===== src/rtl/hazard_pkg.sv =====
// Shared types and constants for the pipeline hazard/stall controller.
package hazard_pkg;

    localparam int unsigned REG_ADDR_W = 5;
    localparam logic [REG_ADDR_W-1:0] REG_ZERO = 5'd0;

    localparam int unsigned MDU_LATENCY_MAX = 15;

    typedef enum logic [1:0] {
        HOLD     = 2'd0,
        RUN      = 2'd1,
        MDU_BUSY = 2'd2
    } hazardState_t;

    // Bits needed to hold a down-counter starting at the given latency.
    function automatic int unsigned cntWidth(input int unsigned latency);
        return (latency < 2) ? 1 : $clog2(latency + 1);
    endfunction

    localparam int unsigned MDU_CNT_W = cntWidth(MDU_LATENCY_MAX);

endpackage


===== src/rtl/hazard_stall_controller_mdu.sv =====
// MDU occupancy tracker: loads a down-counter on an accepted start and
// reports busy while it is non-zero, plus the final busy cycle.
module mdu_busy_tracker
    import hazard_pkg::*;
#(
    parameter int unsigned Latency = 4
) (
    input  logic clk,
    input  logic rst_n,
    input  logic accept,
    output logic busy,
    output logic last
);

    logic [MDU_CNT_W-1:0] cntQ, cntD;

    always_comb begin
        cntD = cntQ;
        if (accept) begin
            cntD = MDU_CNT_W'(Latency);
        end else if (cntQ != '0) begin
            cntD = cntQ - MDU_CNT_W'(1);
        end
    end

    always_ff @(posedge clk or negedge rst_n) begin
        if (!rst_n) begin
            cntQ <= '0;
        end else begin
            cntQ <= cntD;
        end
    end

    assign busy = (cntQ != '0);
    assign last = (cntQ == MDU_CNT_W'(1));

endmodule


===== src/rtl/hazard_stall_controller.sv =====
// Pipeline hazard/stall controller: detects load-use, ID-branch and MDU
// hazards, drives PC/IF-ID/ID-EX control and counts stall cycles.
module hazard_stall_controller
    import hazard_pkg::*;
#(
    parameter int unsigned MDU_LATENCY = 4,
    parameter int unsigned STALL_CNT_W = 16
) (
    input  logic                   clk,
    input  logic                   rst_n,
    input  logic [REG_ADDR_W-1:0]  RsAddress_ID,
    input  logic [REG_ADDR_W-1:0]  RtAddress_ID,
    input  logic                   UsesRt_ID,
    input  logic                   Branch_ID,
    input  logic                   BranchTaken_ID,
    input  logic                   MduStart_ID,
    input  logic                   MduRead_ID,
    input  logic                   RegWrite_EX,
    input  logic                   MemRead_EX,
    input  logic [REG_ADDR_W-1:0]  RdAddress_EX,
    input  logic                   MemRead_MEM,
    input  logic [REG_ADDR_W-1:0]  RdAddress_MEM,
    output logic                   PCWrite,
    output logic                   IF_ID_Write,
    output logic                   IF_ID_Flush,
    output logic                   ID_EX_Bubble,
    output logic                   MduBusy,
    output logic [STALL_CNT_W-1:0] StallCycles
);

    // Register 0 is hard-wired, so it never produces a dependency.
    function automatic logic regMatch(
        input logic [REG_ADDR_W-1:0] dst,
        input logic [REG_ADDR_W-1:0] rs,
        input logic [REG_ADDR_W-1:0] rt,
        input logic                  usesRt
    );
        return (dst != REG_ZERO) && ((dst == rs) || (usesRt && (dst == rt)));
    endfunction

    hazardState_t stateQ, stateD;

    logic matchEx, matchMem;
    logic loadUse, brEx, brMem, mduHz;
    logic active, stall, accept, mduLast;
    logic [STALL_CNT_W-1:0] stallCntQ, stallCntD;

    assign matchEx  = regMatch(RdAddress_EX, RsAddress_ID, RtAddress_ID, UsesRt_ID);
    assign matchMem = regMatch(RdAddress_MEM, RsAddress_ID, RtAddress_ID, UsesRt_ID);

    assign loadUse = MemRead_EX & RegWrite_EX & matchEx;
    assign brEx    = Branch_ID & RegWrite_EX & matchEx;
    assign brMem   = Branch_ID & MemRead_MEM & matchMem;
    assign mduHz   = MduBusy & (MduRead_ID | MduStart_ID);

    assign active = (stateQ != HOLD);
    assign stall  = active & (loadUse | brEx | brMem | mduHz);

    // A start paired with a branch is an illegal encoding and is dropped.
    assign accept = (stateQ == RUN) & MduStart_ID & ~stall & ~Branch_ID;

    mdu_busy_tracker #(
        .Latency(MDU_LATENCY)
    ) u_mdu_busy_tracker (
        .clk   (clk),
        .rst_n (rst_n),
        .accept(accept),
        .busy  (MduBusy),
        .last  (mduLast)
    );

    always_comb begin
        stateD = stateQ;
        unique case (stateQ)
            HOLD:     stateD = RUN;
            RUN:      if (accept) stateD = MDU_BUSY;
            MDU_BUSY: if (mduLast) stateD = RUN;
            default:  stateD = HOLD;
        endcase
    end

    // Stall wins over a taken-branch flush; the branch re-resolves next cycle.
    always_comb begin
        PCWrite      = 1'b0;
        IF_ID_Write  = 1'b0;
        ID_EX_Bubble = 1'b1;
        IF_ID_Flush  = 1'b0;
        if (active && !stall) begin
            PCWrite      = 1'b1;
            IF_ID_Write  = 1'b1;
            ID_EX_Bubble = 1'b0;
            IF_ID_Flush  = Branch_ID & BranchTaken_ID;
        end
    end

    always_comb begin
        stallCntD = stallCntQ;
        if (stall && (stallCntQ != '1)) begin
            stallCntD = stallCntQ + STALL_CNT_W'(1);
        end
    end

    always_ff @(posedge clk or negedge rst_n) begin
        if (!rst_n) begin
            stateQ    <= HOLD;
            stallCntQ <= '0;
        end else begin
            stateQ    <= stateD;
            stallCntQ <= stallCntD;
        end
    end

    assign StallCycles = stallCntQ;

endmodule


===== config.mk =====
export PLATFORM = sky130hd
export DESIGN_NAME = hazard_stall_controller
export DESIGN_NICKNAME = d
export VERILOG_FILES = /design/src/rtl/hazard_pkg.sv /design/src/rtl/hazard_stall_controller_mdu.sv /design/src/rtl/hazard_stall_controller.sv
export SDC_FILE = /design/constraint.sdc
export NUM_CORES = 1
export LEC_CHECK = 0
export CAP_MARGIN = 5
export CELL_PAD_IN_SITES_DETAIL_PLACEMENT = 0
export CELL_PAD_IN_SITES_GLOBAL_PLACEMENT = 1
export CORE_MARGIN = 2
export CORE_UTILIZATION = 33
export CTS_CLUSTER_DIAMETER = 150
export DETAILED_ROUTE_END_ITERATION = 16
export GPL_TIMING_DRIVEN = 0
export PLACE_DENSITY = 0.86
export SYNTH_ARGS = -nofsm -noshare
export SYNTH_HDL_FRONTEND = slang
export SYNTH_HIERARCHICAL = 1
export SYNTH_SLANG_ARGS = --single-unit

===== constraint.sdc =====
create_clock -name clk -period 2.62 [get_ports clk]
set_clock_uncertainty 0.05 [all_clocks]
set_input_delay 0.524 -clock clk [delete_from_list [all_inputs] [get_ports clk]]
set_output_delay 0.524 -clock clk [all_outputs]
set_load 0.005 [all_outputs]

Word level (Yosys, flattened, before mapping)
Cells that the tools add are included.
Cells by class
  multiplexer cells: 8
  equality and inequality tests: 10
  $add $sub $neg: 2
  bitwise gates (word level): 18
  reduce and logical (&&, ||, !) cells: 16
Operators by type and width (number)
  $eq A5 B5 Y1: 4
  $add A16 B1 Y16 const B: 1
  $ne A16 B16 Y1 const B: 1
  $and A1 B1 Y1: 12
  $reduce_bool A5 Y1: 2
  $mux W4: 2
  $logic_and A1 B1 Y1: 6
  $pmux W2 S3: 1
  $eq A4 B1 Y1 const B: 1
  $mux W2: 2
  $ne A2 B2 Y1 const B: 2
  $or A1 B1 Y1: 4
  $reduce_bool A2 Y1: 2
  $reduce_bool A4 Y1: 1
  $sub A4 B1 Y4 const B: 1
  $mux W1: 3
  $eq A2 B1 Y1 const B: 1
  $eq A2 B2 Y1 const B: 1
  $logic_not A2 Y1: 1
  $logic_or A1 B1 Y1: 2
  $not A1 Y1: 2
  $reduce_and A2 Y1: 1
  $logic_not A1 Y1: 1
Storage, ports and cells
  input port bits: 30
  register bits: 22
  word-level logic and storage cells: 57
  output and inout bits: 21

Depth between registers and ports, before layout
Gate-level depths: netlist of the first run.
  word-level depth: 14
  gate-level depth with buffers: 10
  depth with buffers taken out: 10

Hierarchy
Netlist of the first run, hierarchy kept.
By module, submodules not included
  hazard_stall_controller: times used 1, area an instance 1148.6 µm², seq. area each 450.4 µm², cells an instance 118
  mdu_busy_tracker: times used 1, area an instance 275.3 µm², seq. area each 100.1 µm², cells an instance 27

Worst setup path after synthesis of the first run
OpenSTA, ideal clock, no wires.
  kind: in2reg
  from: input RdAddress_EX[1]
  to: register u_mdu_busy_tracker.cntQ[3]
  data required time: 2.445 ns
  stages: 7
  slack: 0.011 ns
  library setup time: 0.125 ns
  arrival: 2.434 ns
  buffers on the path: 0
  cell sequence: or4_1 o221ai_1 o221ai_2 or3b_1 nor2_1 nor3_1 mux2_2
On the way
  longest elaborated chain between the ends: 13
  elaborated cells between the ends (all ways): 17
  those cells by class: eq/ne: 2; mux: 1; bitwise: 9; reduce/logical: 5
Ends and longest elaborated chain
  start: declaration: line hazard_stall_controller.sv:20  | input logic [REG_ADDR_W-1:0] RdAddress_EX,
  $eq A5 B5 Y1: line hazard_stall_controller.sv:38  | return (dst != REG_ZERO) && ((dst == rs) || (usesRt && (dst == rt)));
  $logic_and A1 B1 Y1: line hazard_stall_controller.sv:38
  $logic_or A1 B1 Y1: line hazard_stall_controller.sv:38
  $logic_and A1 B1 Y1 *: line hazard_stall_controller.sv:38
  $and A1 B1 Y1 (on tied branches): line hazard_stall_controller.sv:51, hazard_stall_controller.sv:52
  $or A1 B1 Y1 * (3 in series): line hazard_stall_controller.sv:57  | assign stall = active & (loadUse | brEx | brMem | mduHz);
  $and A1 B1 Y1 *: line hazard_stall_controller.sv:57
  $not A1 Y1 *: line hazard_stall_controller.sv:60  | assign accept = (stateQ == RUN) & MduStart_ID & ~stall & ~Branch_ID;
  $and A1 B1 Y1 * (2 in series): line hazard_stall_controller.sv:60
  named net accept: line hazard_stall_controller.sv:45  | logic active, stall, accept, mduLast;
  $mux W4 / $reduce_bool A2 Y1 (equally long branches)
  end signal: assignment: line hazard_stall_controller_mdu.sv:30  | cntQ <= cntD;
  end: declaration: line hazard_stall_controller_mdu.sv:15  | logic [MDU_CNT_W-1:0] cntQ, cntD;
Mark *: on every way through the listed nets, which the timed path passes. The rest lies on a longest branch.
A chain may end at the register's enable or synchronous reset.

Final worst setup path of the first run
  from: input RdAddress_MEM[4]
  to: output IF_ID_Flush
On the way
  longest elaborated chain between the ends: 11
  elaborated cells between the ends (all ways): 13
  those cells by class: eq/ne: 2; mux: 1; bitwise: 4; reduce/logical: 6
Ends and longest elaborated chain
  start: declaration: line hazard_stall_controller.sv:22  | input logic [REG_ADDR_W-1:0] RdAddress_MEM,
  $eq A5 B5 Y1: line hazard_stall_controller.sv:38
  $logic_and A1 B1 Y1: line hazard_stall_controller.sv:38
  $logic_or A1 B1 Y1: line hazard_stall_controller.sv:38
  $logic_and A1 B1 Y1 *: line hazard_stall_controller.sv:38
  $and A1 B1 Y1 *: line hazard_stall_controller.sv:53  | assign brMem = Branch_ID & MemRead_MEM & matchMem;
  $or A1 B1 Y1 * (2 in series): line hazard_stall_controller.sv:57
  $and A1 B1 Y1 *: line hazard_stall_controller.sv:57
  $logic_not A1 Y1 *: line hazard_stall_controller.sv:88  | if (active && !stall) begin
  $logic_and A1 B1 Y1 *: line hazard_stall_controller.sv:88
  $mux W1 *: line hazard_stall_controller.sv:88
  end: declaration: line hazard_stall_controller.sv:25  | output logic IF_ID_Flush,
Every way passes the cells marked *; elsewhere a longest branch is shown, timed or not.

==> impl_metrics.env, run 1 <==
export IMPL_min_period_ns=2.53
export IMPL_syn_nets=179
export IMPL_worst_slew_pin_slew_ns=0.950
export IMPL_final_nets=238
export IMPL_num_antenna_cells=0
export IMPL_holdBufCountCts=0
export IMPL_antenna_found_initial=0
export IMPL_drt_pre_antenna_iters=5
export IMPL_reg2reg_slack_ns=0.21
export IMPL_synth_most_common_cell="dfrtp_1"
export IMPL_synthSimpleGateAreaFrac_pct=24.0
export IMPL_synthMuxAreaShare_pct=3.16
export IMPL_wl_um=3260
export IMPL_synth_edf_count=0
export IMPL_post_route_util_pct=50.1
export IMPL_ys_seq_area_share_pct=38.7
export IMPL_crit_path_end_kind="output port"
export IMPL_min_period_over_period_pct=96.4
export IMPL_drt_wirelength_per_cell_um=12.9
export IMPL_top_layer_used="met4"
export IMPL_critPathArrivalTime_ns=1.95
export IMPL_grt_pass1_vias=1256
export IMPL_area_delta_synth_final_pct=43.7
export IMPL_synth_top_area_cell="dfrtp_1"
export IMPL_initial_core_util_pct=34.8
export IMPL_cts_root_buffer="clkbuf_8"
export IMPL_clockBufferDepth=2
export IMPL_p_int_mw=1.04
export IMPL_yosysWarnings=6
export IMPL_drc=0
export IMPL_powerDensity_nw_per_um2=759
export IMPL_crit_fanout=3
export IMPL_switching_share_pct=32.7
export IMPL_p_leak_nw=0.900
export IMPL_finalHoldViolCount=0
export IMPL_hpwlAfterDp_um=2550
export IMPL_hold_depth=1
export IMPL_slowest_delay_ns=0.52
export IMPL_startpoint_type="input pin"
export IMPL_p_switching_uw=507
export IMPL_critPathKind="in2out"
export IMPL_seqPwrFrac_pct=34.7
export IMPL_cp_required_ns=2.05
export IMPL_hold_path_startpoint="StallCycles[6]"
export IMPL_grt_first_pass_wirelength_um=5780
export IMPL_status="complete, no violations"
export IMPL_hold_class="reg2reg"
export IMPL_synth_adder_area_share_pct=3.51
export IMPL_synth_top_family_by_area="simple AND/OR/NAND/NOR gates"
export IMPL_slew_viol_final=0
export IMPL_synth_avg_cell_area_um2=9.82
export IMPL_cts_buffers=3
export IMPL_p_clk_share_pct=20.2
export IMPL_ir_worst_vdd_mv=0.645
export IMPL_fin_ws_ns=0.0942
export IMPL_clock_fmax_ghz=0.396
export IMPL_die_area_um2=4860
export IMPL_path_cells="buf_4 > or4_4 > o211ai_1 > o221ai_2 > nor2_2 > and3_1 > clkbuf_2"
export IMPL_ant_nets=0
export IMPL_grt_remaining_overflow=0
export IMPL_cp_slowest_cell="or4_4"
export IMPL_clk_pin_slew_worst_paths_ns=0.08
export IMPL_reg2reg_depth=11
export IMPL_drive_above_1_share_pct=21.7
export IMPL_reg2reg_from="u_mdu_busy_tracker/cntQ[0]"
export IMPL_ys_ff_latch=22
export IMPL_io_pin_count=51
export IMPL_syn_area_um2=1420
export IMPL_cts_sinks=22
export IMPL_synthTopCellsByArea="dfrtp_1, xor2_1, xnor2_1, and3_1, ha_1"
export IMPL_dpl_cell_area_um2=1990
export IMPL_port_buffers=50
export IMPL_wl_met2_um=1510
export IMPL_hold_slack_ns=0.442
export IMPL_die_x_um=69.7
export IMPL_drt_iter0_drc=55
export IMPL_wl_met3_um=180
export IMPL_via_per_inst=4.88
export IMPL_yosys_most_used_dff="dfrtp_1"
export IMPL_combPwrFrac_pct=45.1
export IMPL_synth_compound_area_share_pct=5.89
export IMPL_ys_types=33
export IMPL_clk_latency_ns=0.27
export IMPL_core_area_um2=4090
export IMPL_grt_use_total_pct=14.2
export IMPL_async_flop_share_pct=100
export IMPL_vias=1235
export IMPL_cts_tree="done"
export IMPL_grt_max_degree=23
export IMPL_htreeDepth=1
export IMPL_synthCells=145
export IMPL_rows=23
export IMPL_fin_area_um2=2050
export IMPL_place_worst_setup_slack_ns=-0.946
export IMPL_synthXorXnorAreaFrac_pct=21.5
export IMPL_max_slew_margin_pct=36.4
export IMPL_num_fill_cells=404
export IMPL_synth_top_area_share_pct=38.7
export IMPL_maxCapViolCount=0
export IMPL_gp_congestion=0.784
export IMPL_die_h_um=69.7
export IMPL_synth_commonest_cells="dfrtp_1, xor2_1, xnor2_1"
export IMPL_rsz0062_at_grt="no"
export IMPL_total_power_mw=1.55
export IMPL_setup_viol=0
export IMPL_hold_path_end="StallCycles[6]"
export IMPL_r2r_end="u_mdu_busy_tracker/cntQ[3]"
export IMPL_drt_met1_wl_um=1560
[layout make-up]
type / count / area (um2) / area share [%]
buffer: 4 / 20.0 / 0.979
clock buffer: 3 / 41.3 / 2.02
clock inverter: 1 / 30.0 / 1.47
inverter: 7 / 26.3 / 1.28
multi-input combinational: 112 / 872 / 42.6
sequential: 22 / 551 / 26.9
tap: 50 / 62.6 / 3.06
timing repair buffer: 54 / 443 / 21.7
[flip-flops by register name (all words and copies together) (netlist names)]
signal and cells:
StallCycles 16, stateQ 2, u_mdu_busy_tracker/cntQ 4
[logic make-up (layout without fill, tap and decap cells)]
group                    after synthesis  count (layout)
AO/OA/AOI/OAI                         10              10
XOR/XNOR                              35              35
adder cells (fa/ha/maj)                4               4
buffers and inverters                 11              69
flip-flops                            22              22
multiplexers                           4               4
AND/OR/NAND/NOR                       59              59
[worst max path at each step]
stage,start,end,slack (ns)
6_report,RdAddress_MEM[4],IF_ID_Flush,0.09
5_1_grt,RdAddress_MEM[4],IF_ID_Flush,0.008
2_1_floorplan,RdAddress_EX[1],u_mdu_busy_tracker/cntQ[3],0.01
3_5_place_dp,RdAddress_EX[1],IF_ID_Flush,-0.95
4_1_cts,RdAddress_MEM[4],IF_ID_Flush,0.0008
3_3_place_gp,RdAddress_EX[1],IF_ID_Flush,-0.95
[worst max-delay path: cells and delay by family]
family | cells | cell delay [ns]
AND/OR/NAND/NOR | 3 | 0.86
AO/OA/AOI/OAI | 2 | 0.33
buffers and inverters | 2 | 0.24
[what timing repair did]
| action | CTS | global route |
|---|---|---|
| setup endpoints to repair | 8 | 17 |
| setup buffers | 3 | 1 |
| pin swaps | 14 | 8 |
| gates resized for setup | 57 | 24 |
[routing by layer]
metal / GRT usage (%) / up-vias
met4: 3.21 / 0
met5: 0 / -
li1: - / 627
met1: 18.6 / 571
met2: 24.1 / 34
met3: 3.20 / 3
[cells in the final DEF (no fill, tap or decap), types with 2 or more instances in the layout]
cell type,synthesis,routed
and2_1,2,2
clkbuf_8,0,3
a32oi_1,2,2
or4_4,0,2
clkbuf_2,0,11
inv_2,0,3
nor4_1,2,2
buf_4,1,6
nor2_1,9,7
dlygate4sd2_1,0,5
clkdlybuf4s50_1,0,26
and3_1,11,11
nand2b_1,2,2
ha_1,4,3
dfrtp_1,22,22
nor2b_1,5,5
nand4_1,8,8
mux2_2,3,3
inv_1,7,4
xor2_1,18,18
nor3_1,5,5
nand3_1,7,7
clkbuf_1,2,2
o221ai_2,1,2
xnor2_1,17,17
buf_2,1,6
nand2_1,3,3
[metrics by stage]
stage | setup TNS (ns) | cells
after global routing | 0 | 253
after detailed placement | -8.24 | 245
after CTS | 0 | 252
after floorplan | 0 | 145
final | 0 | 253
after global placement | -8.61 | 245
[power groups by stage]
stage | clock, mW | sequential (mW) | combinational (mW)
2_1_floorplan | 0 | 0.533 | 0.370
3_3_place_gp | 0 | 0.545 | 0.652
3_5_place_dp | 0 | 0.545 | 0.664
4_1_cts | 0.326 | 0.539 | 0.678
5_1_grt | 0.341 | 0.555 | 0.787
6_report | 0.314 | 0.539 | 0.699
Note: power is estimated with default switching activity, not from simulation.
==> run 2, diff against run 1 <==
CAP_MARGIN = 30   (was 5)
==> run 2 against run 1 <==
  * Power decreased by 4.3%
  * Final area increased by 0.31%
  * Critical endpoint is now u_mdu_busy_tracker/cntQ[3]
  * Routed wire length about the same
  * Via count is 0.57% higher
  * Flip-flop and latch count unchanged
  * Critical path type is now in2reg
==> impl_metrics.env, run 2 (synthesis results as in run 1) <==
export IMPL_antenna_found_initial=0
export IMPL_slew_viol_final=0
export IMPL_clk_pin_slew_worst_paths_ns=0.07
export IMPL_critPathKind="in2reg"
export IMPL_grt_remaining_overflow=0
export IMPL_reg2reg_slack_ns=0.22
export IMPL_finalHoldViolCount=0
export IMPL_grt_use_total_pct=14.8
export IMPL_cts_sinks=22
export IMPL_die_h_um=69.7
export IMPL_grt_first_pass_wirelength_um=5870
export IMPL_critPathArrivalTime_ns=2.63
export IMPL_crit_fanout=7
export IMPL_drc=0
export IMPL_drt_iter0_drc=56
export IMPL_drt_pre_antenna_iters=4
export IMPL_cts_buffers=3
export IMPL_total_power_mw=1.49
export IMPL_gp_congestion=0.784
export IMPL_dp_cells=246
export IMPL_status="complete, no violations"
export IMPL_layout_cells_non_filler=255
export IMPL_ir_worst_vdd_mv=0.513
export IMPL_powerDensity_nw_per_um2=724
export IMPL_min_period_ns=2.53
export IMPL_area_delta_synth_final_pct=44.1
export IMPL_grt_busiest_layer="met2"
export IMPL_wl_um=3260
export IMPL_startpoint_type="input pin"
export IMPL_grt_pass1_vias=1243
export IMPL_max_slew_margin_pct=65.9
export IMPL_crit_path_end_kind="flop"
export IMPL_cp_required_ns=2.72
export IMPL_vias=1242
export IMPL_final_nets=240
export IMPL_drt_wirelength_per_cell_um=12.8
export IMPL_maxCapViolCount=0
export IMPL_core_area_um2=4090
export IMPL_num_antenna_cells=0
export IMPL_hpwlAfterDp_um=2590
export IMPL_grt_use_met2_pct=23.8
export IMPL_io_pin_count=51
export IMPL_final_cell_mix="clkdlybuf4s50_1, dfrtp_1, xor2_1"
export IMPL_via_per_inst=4.87
export IMPL_grt_max_degree=14
export IMPL_die_area_um2=4860
export IMPL_htreeDepth=1
export IMPL_largest_reg_flops=16
export IMPL_die_x_um=69.7
export IMPL_met1_usage_pct=19.7
export IMPL_drive_above_1_share_pct=22.0
export IMPL_port_buffers=50
export IMPL_hold_slack_ns=0.438
export IMPL_rows=23
export IMPL_initial_core_util_pct=34.8
export IMPL_cts_root_buffer="clkbuf_8"
export IMPL_ant_nets=0
export IMPL_p_leak_nw=0.905
export IMPL_setup_viol=0
export IMPL_min_period_over_period_pct=96.5
export IMPL_grt_met3_usage_pct=3.92
export IMPL_rsz0062_at_grt="no"
export IMPL_layout_commonest_cell="clkdlybuf4s50_1"
export IMPL_worst_slew_pin_slew_ns=0.510
export IMPL_hold_class="reg2reg"
export IMPL_clock_fmax_ghz=0.396
export IMPL_cts_tree="done"
export IMPL_clk_latency_ns=0.26
export IMPL_clockBufferDepth=2
-- run 2: changes by cell type in the layout (fill, tap and decap cells not counted), sizes merged --
cell | previous run | this run
bufinv | 1 | 0
buf | 12 | 15
-- run 2: metal layers --
metal,vias to the layer above,share of wire (%)
li1,625,-
met3,4,5.7
met5,-,0
met1,585,47
met2,28,47
met4,0,0.92
-- run 2: area by class of cell --
class                           count  area (um2)
Fill cell                         393        2030
Multi-Input combinational cell    112         872
Sequential cell                    22         551
Timing Repair Buffer               56         465
Tap cell                           50        62.6
Clock buffer                        4        55.1
Inverter                            7        26.3
Buffer                              4        20.0
-- run 2: worst paths after layout --
kind,start,to,cells after the start
setup / recovery,RdAddress_MEM[4],u_mdu_busy_tracker/cntQ[3],9
hold / removal,StallCycles[6],StallCycles[6],1
setup reg to reg,u_mdu_busy_tracker/cntQ[0],u_mdu_busy_tracker/cntQ[3],11
hold reg to reg,StallCycles[6],StallCycles[6],1
max in group asynchronous,rst_n,u_mdu_busy_tracker/cntQ[0],2
min in group asynchronous,rst_n,StallCycles[11],1
-- run 2: repair_timing --
item | 4_1_cts | 5_1_grt
setup endpoints to repair | 8 | 17
endpoints found under the hold margin | 0 | 0
setup buffers | 3 | 2
gates resized for setup | 59 | 22
hold buffers | 0 | 0
pin swaps | 13 | 10
-- run 2: worst max-delay path, cell delays in order --
cell and delay (ns):
buf_4 0.13, or4_4 0.53, o211ai_1 0.20, o221ai_2 0.14, buf_4 0.18, or3b_4 0.40
nor2_4 0.20, nor3_1 0.08, mux2_2 0.26
-- run 2: power breakdown --
part | switching, mW | total, mW | internal [mW]
logic | 0.293 | 0.708 | 0.414
registers | 0.105 | 0.541 | 0.436
clock network | 0.103 | 0.237 | 0.134
total | 0.502 | 1.49 | 0.984
-- run 2: through the flow --
stage	util (%)	setup slack, ns	area (um2)	TNS, ns
2_1_floorplan	-	0.0113	1420	0
3_3_place_gp	48.6	-0.948	1990	-8.61
3_5_place_dp	49.0	-0.947	2000	-8.27
4_1_cts	50.4	0.0145	2060	0
5_1_grt	50.2	0.00559	2050	0
6_report	50.2	0.0928	2050	0
